`src/rtl/gray_pkg.sv`:
```
// Shared mode encoding and width-agnostic Gray conversion helpers for the Gray codec pipeline.
// Callers zero-extend to MAX_WIDTH and truncate the result back to their own width.
package gray_pkg;

  localparam int MAX_WIDTH = 64;

  typedef enum logic [1:0] {
    MODE_B2G  = 2'b00,
    MODE_G2B  = 2'b01,
    MODE_PASS = 2'b10,
    MODE_CNT  = 2'b11
  } mode_t;

  function automatic logic [MAX_WIDTH-1:0] bin2gray(input logic [MAX_WIDTH-1:0] b);
    return b ^ (b >> 1);
  endfunction

  // Zero upper bits leave the prefix XOR of the low bits unchanged.
  function automatic logic [MAX_WIDTH-1:0] gray2bin(input logic [MAX_WIDTH-1:0] g);
    logic [MAX_WIDTH-1:0] b;
    b[MAX_WIDTH-1] = g[MAX_WIDTH-1];
    for (int i = MAX_WIDTH - 2; i >= 0; i--) begin
      b[i] = b[i+1] ^ g[i];
    end
    return b;
  endfunction

endpackage

```
`src/rtl/gray_pipe_stage.sv`:
```
// One valid/ready register slice; loads when empty or when downstream drains it this cycle.
module gray_pipe_stage #(
  parameter int W = 6
) (
  input  logic         clk,
  input  logic         rst_n,
  input  logic         up_valid,
  output logic         up_ready,
  input  logic [W-1:0] up_data,
  output logic         dn_valid,
  input  logic         dn_ready,
  output logic [W-1:0] dn_data
);

  assign up_ready = !dn_valid || dn_ready;

  // Data only moves together with a valid beat, so a stalled word stays put.
  always_ff @(posedge clk or negedge rst_n) begin
    if (!rst_n) begin
      dn_valid <= 1'b0;
      dn_data  <= '0;
    end else if (up_ready) begin
      dn_valid <= up_valid;
      if (up_valid) begin
        dn_data <= up_data;
      end
    end
  end

endmodule

```
`src/rtl/gray_codec_pipe.sv`:
```
// Pipelined Gray codec: per-beat bin->gray, gray->bin, pass-through or Gray counter,
// converted at entry and carried with its mode through STAGES valid/ready slices.
module gray_codec_pipe
  import gray_pkg::*;
#(
  parameter int WIDTH  = 4,
  parameter int STAGES = 2
) (
  input  logic             clk,
  input  logic             rst_n,
  input  logic             in_valid,
  output logic             in_ready,
  input  logic [WIDTH-1:0] in_data,
  input  logic [1:0]       in_mode,
  input  logic             cnt_clr,
  output logic             out_valid,
  input  logic             out_ready,
  output logic [WIDTH-1:0] out_data,
  output logic [1:0]       out_mode
);

  localparam int SW = WIDTH + 2;

  mode_t            mode;
  logic             accept;
  logic             cnt_beat;
  logic [WIDTH-1:0] cnt;
  logic [WIDTH-1:0] cnt_sel;
  logic [WIDTH-1:0] entry_data;

  assign mode     = mode_t'(in_mode);
  assign in_ready = rst_n && g_stage[0].up_ready;
  assign accept   = in_valid && in_ready;
  assign cnt_beat = accept && (mode == MODE_CNT);
  assign cnt_sel  = cnt_clr ? {WIDTH{1'b0}} : cnt;

  always_comb begin
    entry_data = in_data;
    case (mode)
      MODE_B2G:  entry_data = WIDTH'(bin2gray(MAX_WIDTH'(in_data)));
      MODE_G2B:  entry_data = WIDTH'(gray2bin(MAX_WIDTH'(in_data)));
      MODE_PASS: entry_data = in_data;
      MODE_CNT:  entry_data = WIDTH'(bin2gray(MAX_WIDTH'(cnt_sel)));
      default:   entry_data = in_data;
    endcase
  end

  // A clear that lands on a count beat emits gray(0), so the next count is 1.
  always_ff @(posedge clk or negedge rst_n) begin
    if (!rst_n) begin
      cnt <= '0;
    end else if (cnt_clr) begin
      cnt <= cnt_beat ? WIDTH'(1) : '0;
    end else if (cnt_beat) begin
      cnt <= cnt + WIDTH'(1);
    end
  end

  for (genvar s = 0; s < STAGES; s++) begin : g_stage
    logic          up_valid;
    logic          up_ready;
    logic [SW-1:0] up_data;
    logic          dn_valid;
    logic          dn_ready;
    logic [SW-1:0] dn_data;

    if (s == 0) begin : g_first
      assign up_valid = in_valid;
      assign up_data  = {in_mode, entry_data};
    end else begin : g_next
      assign up_valid = g_stage[s-1].dn_valid;
      assign up_data  = g_stage[s-1].dn_data;
    end

    if (s == STAGES - 1) begin : g_last
      assign dn_ready = out_ready;
    end else begin : g_mid
      assign dn_ready = g_stage[s+1].up_ready;
    end

    gray_pipe_stage #(.W(SW)) u_stage (
      .clk      (clk),
      .rst_n    (rst_n),
      .up_valid (up_valid),
      .up_ready (up_ready),
      .up_data  (up_data),
      .dn_valid (dn_valid),
      .dn_ready (dn_ready),
      .dn_data  (dn_data)
    );
  end

  assign out_valid = g_stage[STAGES-1].dn_valid;
  assign out_data  = g_stage[STAGES-1].dn_data[WIDTH-1:0];
  assign out_mode  = g_stage[STAGES-1].dn_data[SW-1:WIDTH];

endmodule

```
`config.mk`:
```
export PLATFORM = sky130hd
export DESIGN_NAME = gray_codec_pipe
export DESIGN_NICKNAME = d
export VERILOG_FILES = /design/src/rtl/gray_pkg.sv /design/src/rtl/gray_pipe_stage.sv /design/src/rtl/gray_codec_pipe.sv
export SDC_FILE = /design/constraint.sdc
export NUM_CORES = 1
export LEC_CHECK = 0
export ABC_CLOCK_PERIOD_IN_PS = 1900
export CAP_MARGIN = 15
export CELL_PAD_IN_SITES_DETAIL_PLACEMENT = 1
export CELL_PAD_IN_SITES_GLOBAL_PLACEMENT = 1
export CORE_MARGIN = 5
export CORE_UTILIZATION = 30
export DETAILED_ROUTE_END_ITERATION = 12
export PLACE_DENSITY = 0.6
export SYNTH_ARGS = -nofsm -noshare
export SYNTH_HDL_FRONTEND = slang
export SYNTH_SLANG_ARGS = --single-unit
export TNS_END_PERCENT = 100
```
`constraint.sdc`:
```
create_clock -name clk -period 1.9 [get_ports clk]
set_clock_uncertainty 0.1 [all_clocks]
set_input_delay 0.38 -clock clk [delete_from_list [all_inputs] [get_ports clk]]
set_output_delay 0.38 -clock clk [all_outputs]
set_load 0.005 [all_outputs]
```
# Word level (Yosys, flattened, before mapping)
# Cells that the tools add are included.
# Widths: inputs -> output; s select.
totals:
  inputBits: 11
  output_inout_bits: 8
  latchBits: 0
  mem_bits_rw: 0
  n_memories: 0
  mem_bits_ro: 0
  ff_bits: 18
classes:
  n_mul: 0
  n_mux: 5
  reduce_logical: 11
  n_div: 0
  eq_ne: 3
  n_shift: 0
  order_cmp: 0
  bitwise_logic: 5
  addsub: 1
op_table:
  columns: ["cell", "count"]
  rows:
  - ["$pmux 4 s4", 1]
  - ["$mux 4", 3]
  - ["$xor 4x3->4", 2]
  - ["$add 4x1->4 const B", 1]
  - ["$eq 2x2->1 const B", 2]
  - ["$reduce_and 2->1", 2]
  - ["$logic_and 1x1->1", 3]
  - ["$xor 1x1->1", 3]
  - ["$eq 2x1->1 const B", 1]
  - ["$logic_not 1->1", 2]
  - ["$logic_not 2->1", 1]
  - ["$logic_or 1x1->1", 2]
  - ["$reduce_bool 2->1", 1]
  - ["$mux 1", 1]

# Logic depth before layout (Yosys ltp)
# Gate-level depths: netlist of run 1.
logic_depth:
  depth_word: 8
  mapped_depth: 5
  ltp_nobuf: 4

# Cells and area by module
# From an unflattened synthesis of run 1, not the netlist that was laid out.
unflattened:
  cells_unflattened: 82
  area_unflattened_um2: 1018.5
by_module_without_submodules:
  columns: ["module", "seq_area_each_um2", "n_inst", "area_each_um2", "cells_each"]
  rows:
  - ["gray_pipe_stage", 175.2, 2, 297.8, 16]
  - ["gray_codec_pipe", 100.1, 1, 422.9, 50]

# Least setup slack after synthesis of run 1
# Ideal clock, no wire load.
synth_timing:
  kind: "in2reg"
  startpoint: "in out_ready"
  endpoint: "reg g_stage[0].u_stage.dn_data[4]"
  setup_ns: 0.128
  cell_stages: 3
  arrival_ns: 1.194
  path_buffers: 0
  setup_slack_ns: 0.479
  required_ns: 1.672
  cell_sequence: "nand3b_1 > nand2_1 > mux2_1"
synth_via:
  elab_chain_len: 3
synth_rtl:
  columns: ["item", "line", "text"]
  rows:
  - ["start: declaration", "gray_codec_pipe.sv:17", "input logic out_ready,"]
  - ["$logic_or 1x1->1 (2 in series)", "gray_pipe_stage.sv:15", "assign up_ready = !dn_valid || dn_ready;"]
  - ["$reduce_and 2->1 (no line)", null, null]
  - ["end signal: assignment", "gray_pipe_stage.sv:25", "dn_data <= up_data;"]
  - ["end: declaration", "gray_pipe_stage.sv:12", "output logic [W-1:0] dn_data"]
# Every way passes these cells.
# A chain may end at the register's enable or synchronous reset.

# Final worst setup path of run 1
layout_timing:
  startpoint: "in rst_n"
  endpoint: "out in_ready"
layout_via:
  elab_chain_len: 1
layout_rtl:
  columns: ["item", "line", "text"]
  rows:
  - ["start: declaration", "gray_codec_pipe.sv:10", "input logic rst_n,"]
  - ["$logic_and 1x1->1", "gray_codec_pipe.sv:32", "assign in_ready = rst_n && g_stage[0].up_ready;"]
  - ["end: declaration", "gray_codec_pipe.sv:12", "output logic in_ready,"]
# Every way passes these cells.

==> results of run 1 <==
-- placed cells by master (no fill, tap or decap), drive strengths merged, types with 2 or more instances in the layout --
master	netlist	layout
nand2b	3	3
nand4b	2	2
o21ai	3	3
dfrtp	18	18
nor3	2	2
mux2	8	8
nor3b	2	2
xnor2	4	4
clkbuf	1	4
and3	2	2
nor2b	3	3
nor2	4	4
xor2	8	8
nand4	2	2
nand2	6	6
clkdlybuf4s50	0	16
buf	1	11
-- state kept, by name (all words and copies together) (netlist names) --
| name | count |
|---|---|
| g_stage.u_stage.dn_valid | 2 |
| g_stage.u_stage.dn_data | 12 |
| cnt | 4 |
-- power by group through the flow --
stage / sequential [uW] / clock, uW / combinational, uW
after floorplan: 478 / 0 / 95.4
after global placement: 477 / 0 / 246
after detailed placement: 480 / 0 / 250
after CTS: 473 / 257 / 250
after global routing: 481 / 273 / 266
final: 471 / 242 / 242
-- cell families after synthesis --
kind of cell,synth area share (%)
adders and majority gates,1.36
DFF,49.1
buffers and inverters,1.36
AOI/OAI and AO/OA,7.37
muxes,10.9
xor gates and xnor gates,12.3
and+or+nand+nor,17.6
-- stage by stage --
stage          TNS (ps)  util (%)  power (uW)  setup WS [ps]
2_1_floorplan         0         -         573            479
3_3_place_gp       -281      40.4         722           -175
3_5_place_dp       -316      40.4         730           -183
4_1_cts               0      41.5         979           19.7
5_1_grt               0      41.6        1020            127
6_report              0      41.6         955            158
-- worst paths after layout --
kind,slack [ps],end,cells after the start,from
worst max-delay path,160,in_ready,3,rst_n
worst max register to register,480,g_stage[0].u_stage.dn_data[0]$_DFFE_PN0P_,5,g_stage[1].u_stage.dn_valid$_DFFE_PN0P_
max in group asynchronous,1030,g_stage[1].u_stage.dn_data[1]$_DFFE_PN0P_,3,rst_n
worst min-delay path,290,g_stage[1].u_stage.dn_valid$_DFFE_PN0P_,3,out_ready
worst min register to register,390,g_stage[0].u_stage.dn_data[0]$_DFFE_PN0P_,2,g_stage[0].u_stage.dn_data[0]$_DFFE_PN0P_
min in group asynchronous,470,g_stage[0].u_stage.dn_valid$_DFFE_PN0N_,3,rst_n
-- per-layer routing --
metal  vias up  share of wire (%)  global-route usage (%)
met1       347                 44                    12.0
met4         0               0.61                    1.55
met2        14                 50                    17.2
met5         -                  0                       0
li1        347                  -                       -
met3         2                4.9                    3.93
-- critical path, cell delays in order --
cell and delay (ps):
clkdlybuf4s50_1 510, and2_1 140, dlygate4sd2_1 230
-- final cells by class --
cell class,count,area (sq um)
Tap cell,33,41.3
Fill cell,353,1750
Clock buffer,4,36.3
Timing Repair Buffer,29,264
Inverter,1,3.75
Sequential cell,18,450
Multi-Input combinational cell,60,454
==> flow_summary_export.csv, run 1 <==
group,metric,value,unit
status,status,"completed",
setup_path,end_kind,"output pin",
clock_network,cts_root_buf,"clkbuf_4",
setup_path,crit_arrival,1260,ps
clock_network,clock_sinks,18,
floorplan,io_pins,19,
power_and_ir_drop,p_comb_share,25.4,%
logic_synthesis,yosysUniqueCellTypes,30,
logic_synthesis,post-synth-top-count-cell,"dfrtp_1",
logic_synthesis,synthArstFlopShare,100,%
floorplan,die-area,4260,sq um
power_and_ir_drop,power.clock.fraction,25.4,%
setup_path,cp-start-kind,"input pin",
logic_synthesis,synth-edff-count,0,
global_routing,overflow,0,
clock_network,cts_tree,"yes",
clock_network,cts_htree_levels,1,
place,dp_hpwl,1.58,mm
worst_hold_path,hp-class,"in -> reg",
clock_network,clk_latency,300,ps
logic_synthesis,ys_warn_count,0,
sta,fmax,574,MHz
finish,final_area,1250,sq um
sta,hold_viol,0,
place,portBuffers,18,
floorplan,coreArea,3000,sq um
sta,setup_viol,0,
setup_path,worstPathRequired,1420,ps
global_routing,grt_usage,10.0,%
place,place_area,1210,sq um
clock_network,post-cts-setup-buffers,0,
logic_synthesis,synth_nets,93,
power_and_ir_drop,p_per_area,764,nW/um^2
sta,maxSlewHeadroom,79.8,%
logic_synthesis,yosys_most_used_dff,"dfrtp_1",
power_and_ir_drop,vdd_ir_drop_max,336,uV
global_routing,grt_pass1_vias,747,
logic_synthesis,synth_common_cells,"dfrtp_1 (18), mux2_1 (8), xor2_1 (7)",
finish,diodes,0,
global_routing,grt_first_pass_wirelength,3.31,mm
drt,dr.pass1.iters,2,
finish,layout-drive-gt1-share,15.2,%
sta,post-route-period-util,91.7,%
sta,holdWs,289,ps
sta,final_max_slew_viol_count,0,
logic_synthesis,avgSynthCellArea,11.3,sq um
clock_network,cts_buffer_depth,2,
floorplan,die_h,65.3,microns
place,gp_congestion,0.704,
drt,drc_errors,0,
floorplan,initial_core_util,30.5,%
global_routing,grt_max_degree,19,
floorplan,std_cell_rows,20,
logic_synthesis,synthesis.instances,81,
clock_network,cts_resized,1,
logic_synthesis,synth_seq_cells,18,
clock_network,cts-buffers-inserted,3,
setup_path,cp_max_fo,2,
drt,drtAntennaViolNets,0,
flow_run,cap_viol_max_count,0,
place,placedCellCount,141,
drt,routed_via_density,4.90,
drt,wirelength,1.98,mm
logic_synthesis,ys_top_cells_by_area,"dfrtp_1 (49%), mux2_1 (9.8%), xor2_1 (6.7%), xnor2_1 (3.8%), nand2_1 (2.5%)",
finish,stdcell_count,145,
finish,nNetsFinal,125,
floorplan,dieWidth,65.3,microns
drt,vias,710,
clock_network,path_clk_slew,110,ps
finish,synthToLayoutAreaGrowth,36.3,%
power_and_ir_drop,cellInternalPower,710,uW
sta,period_needed,1740,ps
logic_synthesis,synth_top_area_share,49.1,%
drt,drt_iter0_drc,20,
logic_synthesis,yosys.area.top_type,"dfrtp_1",
sta,rsz0062_at_grt,"false",
drt,avgRoutedWirePerCell,13.6,microns
power_and_ir_drop,switching_share,25.7,%
clock_network,cts-hold-fix-buffers,0,
sta,tightest_slew,302,ps
logic_synthesis,seq_area_frac_synth,49.1,%
global_routing,antenna_found_initial,0,
setup_path,crit_type,"in -> out",
power_and_ir_drop,p_switching,245,uW
logic_synthesis,synth_area,917,sq um
power_and_ir_drop,power_leakage,0.000567,uW
power_and_ir_drop,pwr-share-seq,49.3,%
No activity file was read; power rests on OpenSTA's default activity.
==> run 2, diff against run 1 <==
GPL_TIMING_DRIVEN = 0   (was unset)
==> run 2 against run 1 <==
Net effect:
- combinational power down 8%
- via count down 4.1%
- cell count down 5.5%
- critical path type unchanged
- largest cell class unchanged
==> flow_summary_export.csv, run 2 (synthesized netlist as in run 1, its figures left out) <==
group,metric,value,unit
status,status,"completed",
global_routing,grt_max_degree,21,
clock_network,cts_buffer_depth,2,
setup_path,path_cells,"clkdlybuf4s18_2 > and2_1 > dlygate4sd2_1",
clock_network,clock_sinks,18,
finish,top_regs,"g_stage.u_stage.dn_data x12, cnt x4, g_stage.u_stage.dn_valid x2",
clock_network,cts_root_buf,"clkbuf_4",
setup_path,reg2reg_depth,4,
global_routing,antenna_found_initial,0,
finish,layout-drive-gt1-share,8.65,%
finish,largest_reg_flops,12,
sta,fin_tns_setup,0,ps
clock_network,cts_tree,"yes",
setup_path,crit_buf_inv,2,
sta,hold_viol,0,
sta,holdWs,17.9,ps
drt,routed_via_density,4.97,
sta,post-route-period-util,94.0,%
power_and_ir_drop,p_per_area,780,nW/um^2
finish,num-fill-cells,348,
sta,tightest_slew,453,ps
sta,fmax,560,MHz
setup_path,end_kind,"output pin",
floorplan,initial_core_util,30.5,%
clock_network,cts-buffers-inserted,3,
setup_path,crit_type,"in -> out",
setup_path,slowest_delay,420,ps
drt,dr.pass1.iters,2,
finish,regMostFlops,"g_stage.u_stage.dn_data",
sta,final_max_slew_viol_count,0,
finish,synthToLayoutAreaGrowth,29.1,%
place,dp_hpwl,1.44,mm
place,gp_congestion,0.685,
drt,vias,681,
floorplan,io_pins,19,
global_routing,grt_first_pass_wirelength,3.20,mm
finish,mostFrequentLayoutCell,"dfrtp_1",
floorplan,dieWidth,65.3,microns
setup_path,cp-start-kind,"input pin",
worst_hold_path,hp-class,"in -> async",
drt,drt_iter0_drc,19,
power_and_ir_drop,power_leakage,0.000525,uW
drt,drtAntennaViolNets,0,
flow_run,cap_viol_max_count,0,
global_routing,grt_usage,9.51,%
sta,period_needed,1790,ps
setup_path,crit_path_start,"rst_n",
floorplan,std_cell_rows,20,
global_routing,overflow,0,
drt,avgRoutedWirePerCell,13.2,microns
power_and_ir_drop,vdd_ir_drop_max,407,uV
floorplan,die-area,4260,sq um
finish,layout_common_cells,"dfrtp_1 (18), clkdlybuf4s50_1 (15), mux2_1 (8), xor2_1 (7), nand2_1 (6)",
setup_path,cp_num_cells,3,
clock_network,clk_latency,290,ps
setup_path,regToRegStartpoint,"g_stage[1].u_stage.dn_valid$_DFFE_PN0P_",
sta,rsz0062_at_grt,"false",
clock_network,path_clk_slew,100,ps
place,portBuffers,18,
drt,drc_errors,0,
setup_path,critPathTopFamily,"buffers and inverters",
setup_path,worstPathRequired,1420,ps
setup_path,crit_arrival,1310,ps
finish,nNetsFinal,117,
floorplan,die_h,65.3,microns
finish,diodes,0,
sta,maxSlewHeadroom,69.8,%
setup_path,cp_max_fo,20,
clock_network,cts-hold-fix-buffers,0,
global_routing,grt_pass1_vias,724,
sta,setup_viol,0,
clock_network,cts_htree_levels,1,
setup_path,slowest_stage,"clkdlybuf4s18_2",
drt,wirelength,1.81,mm
floorplan,coreArea,3000,sq um
run 2: timing repair:
action | in CTS | in global routing
setup buffers | 1 | 0
gates resized for setup | 5 | 1
setup endpoints to repair | 5 | 1
run 2: worst reg2reg max path: cells and delay by family, from the launching register on:
family | cells | cell delay [ps]
multiplexers | 1 | 360
flip-flops | 1 | 380
buffers and inverters | 1 | 160
AND/OR/NAND/NOR | 2 | 380
run 2: metal layers:
| layer | GRT usage [%] | part of all wire (%) | vias to the layer above |
|---|---|---|---|
| met2 | 16.7 | 51 | 11 |
| li1 | - | - | 333 |
| met1 | 10.9 | 44 | 335 |
| met5 | 0 | 0 | - |
| met4 | 1.55 | 0.66 | 0 |
| met3 | 3.93 | 3.6 | 2 |
run 2: area by class of cell:
cell class	count	area [sq um]	area share [%]
Timing Repair Buffer	19	189	16.0
Buffer	2	8.76	0.740
Tap cell	33	41.3	3.49
Multi-Input combinational cell	60	454	38.4
Inverter	1	3.75	0.317
Clock buffer	4	36.3	3.07
Sequential cell	18	450	38.1
run 2: metrics by stage:
stage / area, sq um / std cells / setup slack (ps) / power, uW / utilization, %
after floorplan: 917 / 81 / 479 / 573 / -
after global placement: 1140 / 132 / -800 / 702 / 37.9
after detailed placement: 1140 / 132 / -781 / 709 / 37.9
after CTS: 1180 / 137 / 20.5 / 948 / 39.3
after global routing: 1180 / 137 / 2.92 / 986 / 39.4
final: 1180 / 137 / 114 / 923 / 39.4
run 2: final timing paths:
check,end,slack [ps]
hold / removal,g_stage[0].u_stage.dn_data[4]$_DFFE_PN0P_,20
min in group clk,g_stage[1].u_stage.dn_valid$_DFFE_PN0P_,310
hold reg to reg,g_stage[0].u_stage.dn_data[0]$_DFFE_PN0P_,390
setup / recovery,in_ready,110
setup reg to reg,g_stage[0].u_stage.dn_data[5]$_DFFE_PN0P_,400
max in group asynchronous,g_stage[0].u_stage.dn_data[3]$_DFFE_PN0P_,1360
run 2: where the power goes:
part,internal [uW],switching (uW)
Sequential,441,28.4
Combinational,138,85.4
Clock,117,113
==> run 3, diff against run 2 <==
CORE_MARGIN = 2   (was 5)
HOLD_SLACK_MARGIN = 0.08   (was unset)
==> run 3 against run 2 <==
Net effect:
- clock power is 2% higher
- utilization rose by 0.42 points
- critical path depth up 1
- sequential power hardly changed
- sequential share of layout area decreased by 0.080 points
- register-to-register slack worse by 30 ps
- critical endpoint unchanged
- largest cell class unchanged
- highest routed layer is now met3
==> flow_summary_export.csv, run 3 (synthesized netlist as in run 1, its figures left out) <==
group,metric,value,unit
sta,fin_tns_setup,0,ps
flow_run,cap_viol_max_count,0,
drt,drt_iter0_drc,18,
status,status,"completed",
place,gp_congestion,0.693,
power_and_ir_drop,switching_share,25.1,%
floorplan,std_cell_rows,20,
power_and_ir_drop,pwr-share-seq,50.5,%
sta,tightest_slew,805,ps
finish,fin_util,39.8,%
global_routing,antenna_found_initial,0,
clock_network,clock_sinks,18,
finish,nNetsFinal,118,
finish,diodes,0,
drt,wirelength,1.82,mm
floorplan,coreArea,2980,sq um
floorplan,initial_core_util,30.8,%
place,dp_hpwl,1.32,mm
setup_path,cp-start-kind,"input pin",
clock_network,cts_htree_levels,1,
drt,avgRoutedWirePerCell,13.2,microns
drt,vias,701,
floorplan,die-area,3520,sq um
setup_path,path_cells,"clkdlybuf4s50_1 > nand3b_1 > and2_1 > dlygate4sd2_1",
drt,dr.pass1.iters,4,
global_routing,grt_first_pass_wirelength,3.17,mm
finish,synthToLayoutAreaGrowth,29.3,%
drt,drc_errors,0,
power_and_ir_drop,p_comb_share,24.3,%
finish,layout-drive-gt1-share,8.57,%
sta,rsz0062_at_grt,"false",
power_and_ir_drop,power.clock.fraction,25.1,%
place,portBuffers,18,
clock_network,clk_latency,290,ps
setup_path,cp_max_fo,2,
clock_network,path_clk_slew,100,ps
floorplan,io_pins,19,
finish,stdcell_count,138,
sta,final_max_slew_viol_count,0,
power_and_ir_drop,power_leakage,0.000519,uW
power_and_ir_drop,p_switching,233,uW
power_and_ir_drop,cellInternalPower,697,uW
drt,drtAntennaViolNets,0,
setup_path,crit_buf_inv,2,
finish,mostFrequentLayoutCell,"dfrtp_1",
global_routing,grt_pass1_vias,718,
finish,regMostFlops,"g_stage.u_stage.dn_data",
place,placedCellCount,132,
floorplan,dieWidth,59.3,microns
sta,setup_viol,0,
setup_path,end_kind,"output pin",
setup_path,slowest_stage,"clkdlybuf4s50_1",
finish,layout_common_cells,"dfrtp_1 (18), clkdlybuf4s50_1 (16), mux2_1 (8), xor2_1 (7), nand2_1 (6)",
setup_path,crit_type,"in -> out",
finish,largest_reg_flops,12,
setup_path,crit_arrival,1390,ps
clock_network,cts-buffers-inserted,3,
sta,post-route-period-util,98.2,%
finish,num-fill-cells,349,
setup_path,slowest_delay,400,ps
sta,fmax,536,MHz
sta,hold_viol,0,
setup_path,critPathTopFamily,"buffers and inverters",
finish,top_regs,"g_stage.u_stage.dn_data x12, cnt x4, g_stage.u_stage.dn_valid x2",
global_routing,grt_usage,12.0,%
power_and_ir_drop,p_per_area,784,nW/um^2
clock_network,cts_buffer_depth,2,
clock_network,cts_tree,"yes",
sta,maxSlewHeadroom,46.1,%
power_and_ir_drop,vdd_ir_drop_max,354,uV
clock_network,cts_root_buf,"clkbuf_4",
drt,routed_via_density,5.08,
global_routing,overflow,0,
setup_path,worstPathRequired,1420,ps
floorplan,die_h,59.3,microns
worst_hold_path,hp-class,"reg -> reg",
sta,period_needed,1870,ps
global_routing,grt_max_degree,19,
[run 3: cell count changes in the layout (fill, tap and decap cells not counted)]
cell | before | now
dlygate4sd3_1 | 0 | 1
dlymetal6s2s_1 | 1 | 0
buf_2 | 1 | 2
clkdlybuf4s50_1 | 15 | 16
clkdlybuf4s18_2 | 1 | 0
[run 3: per-layer routing]
layer	part of all wire, %	global-route usage, %	vias to the layer above
met5	0	0	-
met4	0	2.92	0
met3	4.1	3.93	0
met2	50	19.5	17
met1	46	15.5	350
li1	-	-	334
[run 3: repair_timing]
item                                   in CTS  in global routing
hold buffers                                1                  0
setup endpoints to repair                   5                  0
gates resized for setup                     6                  0
buffers inserted                            1                  0
endpoints found under the hold margin      18                  0
[run 3: path summary, 6_finish.rpt]
path	from	to	slack, ps	cells past startpoint
max	out_ready	in_ready	30	4
min	g_stage[0].u_stage.dn_data[2]$_DFFE_PN0P_	g_stage[0].u_stage.dn_data[2]$_DFFE_PN0P_	390	2
max reg2reg	g_stage[1].u_stage.dn_valid$_DFFE_PN0P_	g_stage[0].u_stage.dn_data[4]$_DFFE_PN0P_	370	4
min reg2reg	g_stage[0].u_stage.dn_data[2]$_DFFE_PN0P_	g_stage[0].u_stage.dn_data[2]$_DFFE_PN0P_	390	2
max in group asynchronous	rst_n	g_stage[1].u_stage.dn_data[3]$_DFFE_PN0P_	540	2
min in group asynchronous	rst_n	cnt[1]$_DFFE_PN0P_	670	2
[run 3: cell type report]
class	count	area [sq um]	share of cell area [%]
repair buffers	20	191	16.1
clock buffers	4	36.3	3.06
inverters	1	3.75	0.316
well taps	33	41.3	3.48
flip-flops and latches	18	450	38.0
multi-input cells	60	454	38.3
plain buffers	2	8.76	0.738
[run 3: tightest hold or removal path: cells and delay by family (launching register included)]
kind	cells	cell delay [ps]
flops	1	350
compound gates	1	60
simple gates	1	50
[run 3: power groups by stage]
stage / Clock (uW) / Combinational, uW / Sequential [uW]
2_1_floorplan: 0 / 95.4 / 478
3_3_place_gp: 0 / 224 / 476
3_5_place_dp: 0 / 228 / 479
4_1_cts: 247 / 231 / 471
5_1_grt: 263 / 252 / 479
6_report: 234 / 227 / 470
[run 3: per-stage QoR]
| stage | total power, uW | area [sq um] | setup WS, ps | hold slack [ps] |
|---|---|---|---|---|
| floorplan | 573 | 917 | 479 | -15.6 |
| global placement | 700 | 1140 | -779 | 363 |
| detailed placement | 707 | 1140 | -799 | 374 |
| CTS | 949 | 1190 | 30.8 | 400 |
| global route | 993 | 1190 | 9.59 | 423 |
| finish | 930 | 1190 | 34.8 | 393 |
